<file path="src/rtl/mem_port_arbiter.sv">
// -----------------------------------------------------------------------------
// mem_port_arbiter
//
// Purpose:
//   This block shares one single-port synchronous RAM between two requesters:
//   the CPU port and the program loader. A new arbitration decision is made
//   every cycle, and requesters use a req/gnt handshake. The winner is routed
//   onto the RAM port. Read data goes back to the requester that issued the
//   read, one cycle after the read was accepted. A consecutive-grant counter
//   limits how long one requester can hold the RAM while the other is waiting.
//
// Build option:
//   ARB_ROUND_ROBIN_EN
//     defined   : contested cycles alternate between requesters, starting
//                 with the CPU.
//     undefined : the CPU has fixed priority. The loader wins a contested
//                 cycle only through the starvation override.
//
// Ports:
//   clk, rst_n                         clock, async active-low reset
//   cpu_req/we/addr/wdata  -> cpu_gnt  CPU request and combinational grant
//   cpu_rvalid, cpu_rdata              CPU read return (rdata is 0 when idle)
//   ldr_req/we/addr/wdata  -> ldr_gnt  loader request and grant
//   ldr_rvalid, ldr_rdata              loader read return
//   mem_en/we/addr/wdata               RAM access driven by the winner
//   mem_rdata                          RAM read data, valid the cycle after a read
// -----------------------------------------------------------------------------
module mem_port_arbiter #(
    parameter int ADDR_W     = 8,
    parameter int DATA_W     = 16,
    parameter int MAX_CONSEC = 4
) (
    input  logic              clk,
    input  logic              rst_n,

    input  logic              cpu_req,
    input  logic              cpu_we,
    input  logic [ADDR_W-1:0] cpu_addr,
    input  logic [DATA_W-1:0] cpu_wdata,
    output logic              cpu_gnt,
    output logic              cpu_rvalid,
    output logic [DATA_W-1:0] cpu_rdata,

    input  logic              ldr_req,
    input  logic              ldr_we,
    input  logic [ADDR_W-1:0] ldr_addr,
    input  logic [DATA_W-1:0] ldr_wdata,
    output logic              ldr_gnt,
    output logic              ldr_rvalid,
    output logic [DATA_W-1:0] ldr_rdata,

    output logic              mem_en,
    output logic              mem_we,
    output logic [ADDR_W-1:0] mem_addr,
    output logic [DATA_W-1:0] mem_wdata,
    input  logic [DATA_W-1:0] mem_rdata
);

    // rd_owner | meaning
    // ---------+--------------------------------------------------------
    // OWN_NONE | no read in flight, both rvalid outputs low
    // OWN_CPU  | read accepted last edge belongs to the CPU
    // OWN_LDR  | read accepted last edge belongs to the loader
    typedef enum logic [1:0] {
        OWN_NONE = 2'd0,
        OWN_CPU  = 2'd1,
        OWN_LDR  = 2'd2
    } owner_t;

    typedef enum logic {
        WIN_CPU = 1'b0,
        WIN_LDR = 1'b1
    } win_t;

    logic [2:0] r_consec;
    logic [2:0] w_consec_nxt;
    win_t       r_last;
    win_t       w_last_nxt;
    win_t       w_win;
    owner_t     r_rd_owner;
    owner_t     w_rd_owner_nxt;

    logic       w_contested;
    logic       w_starve;
    logic       w_policy_ldr;
    logic       w_pick_ldr;
    logic       w_any_gnt;

    assign w_contested = cpu_req & ldr_req;
    assign w_starve    = w_contested && (r_consec == 3'(MAX_CONSEC));

`ifdef ARB_ROUND_ROBIN_EN
    // r_last resets to the CPU. Without this flag, the first contested cycle
    // would go to the loader. The flag makes the CPU win that first contest.
    logic r_rr_primed;

    always_ff @(posedge clk or negedge rst_n) begin
        if (!rst_n) begin
            r_rr_primed <= 1'b0;
        end else if (w_contested) begin
            r_rr_primed <= 1'b1;
        end
    end

    assign w_policy_ldr = r_rr_primed && (r_last == WIN_CPU);
`else
    assign w_policy_ldr = 1'b0;
`endif

    // Starvation override: when consec has reached the limit, the requester
    // that did not win last time gets this contested cycle.
    assign w_pick_ldr = w_starve ? (r_last == WIN_CPU) : w_policy_ldr;

    // Grants are forced low while reset is asserted, even with requests high.
    assign cpu_gnt   = rst_n && cpu_req && (!ldr_req || !w_pick_ldr);
    assign ldr_gnt   = rst_n && ldr_req && (!cpu_req ||  w_pick_ldr);
    assign w_any_gnt = cpu_gnt | ldr_gnt;

    always_ff @(posedge clk or negedge rst_n) begin
        if (!rst_n) begin
            r_consec   <= 3'd0;
            r_last     <= WIN_CPU;
            r_rd_owner <= OWN_NONE;
        end else begin
            r_consec   <= w_consec_nxt;
            r_last     <= w_last_nxt;
            r_rd_owner <= w_rd_owner_nxt;
        end
    end

    always_comb begin
        w_consec_nxt   = 3'd0;
        w_last_nxt     = r_last;
        w_win          = WIN_CPU;
        w_rd_owner_nxt = OWN_NONE;

        if (w_any_gnt) begin
            w_win      = ldr_gnt ? WIN_LDR : WIN_CPU;
            w_last_nxt = w_win;
            if (w_contested && (w_win == r_last)) begin
                w_consec_nxt = r_consec + 3'd1;
            end else if (w_contested) begin
                w_consec_nxt = 3'd1;
            end
        end

        if (cpu_gnt && !cpu_we) begin
            w_rd_owner_nxt = OWN_CPU;
        end else if (ldr_gnt && !ldr_we) begin
            w_rd_owner_nxt = OWN_LDR;
        end
    end

    assign mem_en    = w_any_gnt;
    assign mem_we    = cpu_gnt ? cpu_we    : (ldr_gnt ? ldr_we    : 1'b0);
    assign mem_addr  = cpu_gnt ? cpu_addr  : (ldr_gnt ? ldr_addr  : '0);
    assign mem_wdata = cpu_gnt ? cpu_wdata : (ldr_gnt ? ldr_wdata : '0);

    assign cpu_rvalid = (r_rd_owner == OWN_CPU);
    assign ldr_rvalid = (r_rd_owner == OWN_LDR);
    assign cpu_rdata  = cpu_rvalid ? mem_rdata : '0;
    assign ldr_rdata  = ldr_rvalid ? mem_rdata : '0;

endmodule

</file>
<file path="config.mk">
export PLATFORM = sky130hd
export DESIGN_NAME = mem_port_arbiter
export DESIGN_NICKNAME = d
export VERILOG_FILES = /design/src/rtl/mem_port_arbiter.sv
export SDC_FILE = /design/constraint.sdc
export NUM_CORES = 1
export LEC_CHECK = 0
export BUFFER_PORTS_ARGS = -buffer_cell sky130_fd_sc_hd__buf_4
export CELL_PAD_IN_SITES_DETAIL_PLACEMENT = 0
export CELL_PAD_IN_SITES_GLOBAL_PLACEMENT = 1
export CORE_ASPECT_RATIO = 2
export CORE_MARGIN = 8
export CORE_UTILIZATION = 16
export DETAILED_ROUTE_END_ITERATION = 16
export HOLD_SLACK_MARGIN = 0.15
export PLACE_DENSITY_LB_ADDON = 0.25
export RECOVER_POWER = 50
export SLEW_MARGIN = 25
export SYNTH_ARGS = -nofsm -noshare
export SYNTH_HDL_FRONTEND = slang
export SYNTH_SLANG_ARGS = --single-unit
</file>
<file path="constraint.sdc">
create_clock -name clk -period 2 [get_ports clk]
set_clock_uncertainty 0.05 [all_clocks]
set_input_delay 0.4 -clock clk [delete_from_list [all_inputs] [get_ports clk]]
set_output_delay 0.4 -clock clk [all_outputs]
set_load 0.02 [all_outputs]
</file>
==> out/qor.yml <==
logic_synthesis:
  yosys-top-cells-count: "and2_1 (32), a22o_1 (25), dfrtp_1 (6)"
  ys_seq_area_frac: 0.1887
  synth_area_leaders: "a22o_1 (28%), and2_1 (25%), dfrtp_1 (19%), buf_6 (4.2%), a41oi_4 (3.5%)"
  syn_inst: 94
  yosys.area.top_type_share: 0.2752
  synthFlopType: "dfrtp_1"
  yosysWarnings: 0
  synth-edff-count: 0
  ys_async_sr_fraction: 1.000
  synth_cell_types: 23
  synth_most_common_cell: "and2_1"
  synth_seq_cells: 6
  syn_area_per_cell_um2: 8.466
  syn_area_um2: 795.8
  yosysTopAreaCell: "a22o_1"
  syn_nets: 166
placement:
  dp.cells: 279
  pre_cts_ws_ns: 0.01236
  dp_hpwl_mm: 3.767
  place_congestion: 0.8016
  port_buffers: 131
detailed_routing:
  drtPass1Iterations: 6
  wl_per_cell_um: 15.76
  dr_total_vias: 1271
  via_per_inst: 4.413
  ant_nets: 0
  drc: 0
  first_iter_violations: 16
  wl_mm: 4.540
global_routing:
  grt_pass1_wl_mm: 6.582
  grt_max_degree: 29
  grt_antenna_before_repair: 0
  grt-ovfl-total: 0
  grtUsageMet1: 0.08620
  gr-usage-met3: 0.07744
  grt.total_usage: 0.1092
  grt_pass1_vias: 1435
  met2_usage: 0.2081
  grt-busiest-layer: "met2"
timing:
  slew_viol_final: 0
  rsz0062_at_grt: "yes"
  fin_crit_sh: 1.070
  setup_viol: 27
  worst_pin_slew_ns: 0.5630
  max_freq_ghz: 0.4673
  hold_violations: 0
  worst_slack_ns: -0.1401
  post-route-min-period_ns: 2.140
  slew_headroom: 0.6247
power_and_ir_drop:
  pwr-share-seq: 0.189
  ir_drop_v: 0.0002832
  p_sw_mw: 0.2219
  powerDensity_nw_per_um2: 338.9
  leakage_nw: 1.089
  pwr-share-clk: 0.269
  finalPower_mw: 0.6933
  pwr-share-comb: 0.541
  p_sw_frac: 0.3200
  internal_power_mw: 0.4715
critical_path:
  crit_type: "flip-flop to output pin"
  critical_path.cell_chain: "inv_2, ha_4, nand3b_1, a21oi_4, buf_6, a22o_1, buf_6"
  crit_slowest_cell: "dfrtp_1"
  crit_path_end_kind: "output pin"
  path_max_fanout: 8
  arrival_ns: 1.69
  max_stage_delay_ns: 0.38
  start_kind: "flip-flop"
  cp_data_required_time_ns: 1.55
  cp_common_cell: "buf_6"
finish:
  fin_cells: 288
  areaGrowthSynthToFinish_pct: 157.1
  drive_gt1_frac: 0.6320
  diodes: 0
  fin_util: 0.4245
  layout.nets: 305
clock_tree:
  cts_buffers: 3
  clk_latency_ns: 0.23
  cts_buffer_depth: 2
  htree_levels: 1
  clkSinkCount: 6
  cts_tree: "built"
  cts-root-buf: "clkbuf_8"
  path_clk_slew_ns: 0.04
floorplanning:
  io_pins: 132
  rows: 36
  initial_core_util: 0.1651
  die_w_um: 65.87
  core_area_um2: 4820
  floorplan.die_area_um2: 7623
  die_h_um: 115.7
outcome:
  outcome: "finished with violations"
  violations: "negative setup slack"
run:
  maxCapViolCount: 0
worst_hold_path:
  min-delay-path-class: "primary input to flip-flop"
-- cells in the final DEF, fill, tap and decap left out, types with 2 or more instances in the layout --
master      n
clkbuf_8    3
clkbuf_1    3
a21oi_1     2
nand2_1     2
inv_1       2
and2_1     32
inv_2       2
nor2b_1     3
buf_6      27
dfrtp_1     6
a22o_1     25
buf_4     108
-- repair_timing --
| item | CTS | global route |
|---|---|---|
| pin swaps | 5 | 7 |
| cloned | 2 | 0 |
| endpoints found under the setup margin | 27 | 27 |
| gates resized for setup | 32 | 4 |
| hold buffers | 1 | 0 |
| endpoints found under the hold margin | 6 | 0 |
| setup buffers | 5 | 1 |
-- metal layers --
metal,up-vias,wire [um]
li1,611,-
met1,545,1324
met2,112,2308
met3,3,879
met4,0,28
met5,-,0
-- flip-flops by register name (all words and copies together), names as in the netlist --
register / cells
r_rd_owner: 2
r_last: 1
r_consec: 3
-- kinds of logic (layout without fill, tap and decap cells) --
group / Yosys count / after routing / synth area share
AO/OA/AOI/OAI: 30 / 30 / 0.3428
adder cells (fa/ha/maj): 2 / 2 / 0.03144
multiplexers: 1 / 1 / 0.01258
AND/OR/NAND/NOR: 44 / 44 / 0.3381
flip-flops: 6 / 6 / 0.1887
buffers and inverters: 11 / 148 / 0.08647
-- final cells by class --
class / count / area [um2]
multi-input cells: 77 / 596.8
fillers: 481 / 2774
clock buffers: 3 / 41.29
inverters: 4 / 15.01
well taps: 57 / 71.32
flip-flops and latches: 6 / 150.1
repair buffers: 141 / 1171
-- stage by stage --
step | hold WS [ns] | setup TNS [ns] | cell area (um2)
6_report | 0.2841 | -3.054 | 2046
5_1_grt | 0.2807 | -7.150 | 2046
4_1_cts | 0.2849 | -4.078 | 2113
3_5_place_dp | 0.1732 | 0 | 1852
3_3_place_gp | 0.1756 | 0 | 1852
2_1_floorplan | 0.05441 | 0 | 795.8
-- power groups by stage --
stage	clock network (mW)	logic (mW)	registers, mW
2_1_floorplan	0	0.144	0.132
3_3_place_gp	0	0.347	0.133
3_5_place_dp	0	0.346	0.133
4_1_cts	0.188	0.393	0.131
5_1_grt	0.199	0.401	0.132
6_report	0.187	0.375	0.131
-- critical path: cells and delay by family, from the launching register on --
family	cells	cell delay, ns
flip-flops	1	0.38
buffers and inverters	3	0.37
AND/OR/NAND/NOR	1	0.13
AO/OA/AOI/OAI	2	0.42
adder cells (fa/ha/maj)	1	0.16
-- final timing paths --
| kind | depth (start not counted) | from | endpoint | slack (ns) |
|---|---|---|---|---|
| worst max-delay path | 7 | r_consec[0] | mem_wdata[0] | -0.14 |
| worst min-delay path | 2 | ldr_we | r_rd_owner[1] | 0.28 |
| worst max register to register | 7 | r_consec[0] | r_last | 0.51 |
| worst min register to register | 1 | r_last | r_consec[2] | 0.46 |
| max in group asynchronous | 2 | rst_n | r_rd_owner[1] | 1.06 |
| min in group asynchronous | 2 | rst_n | r_last | 0.63 |
Note: power is estimated with default switching activity, not from simulation.
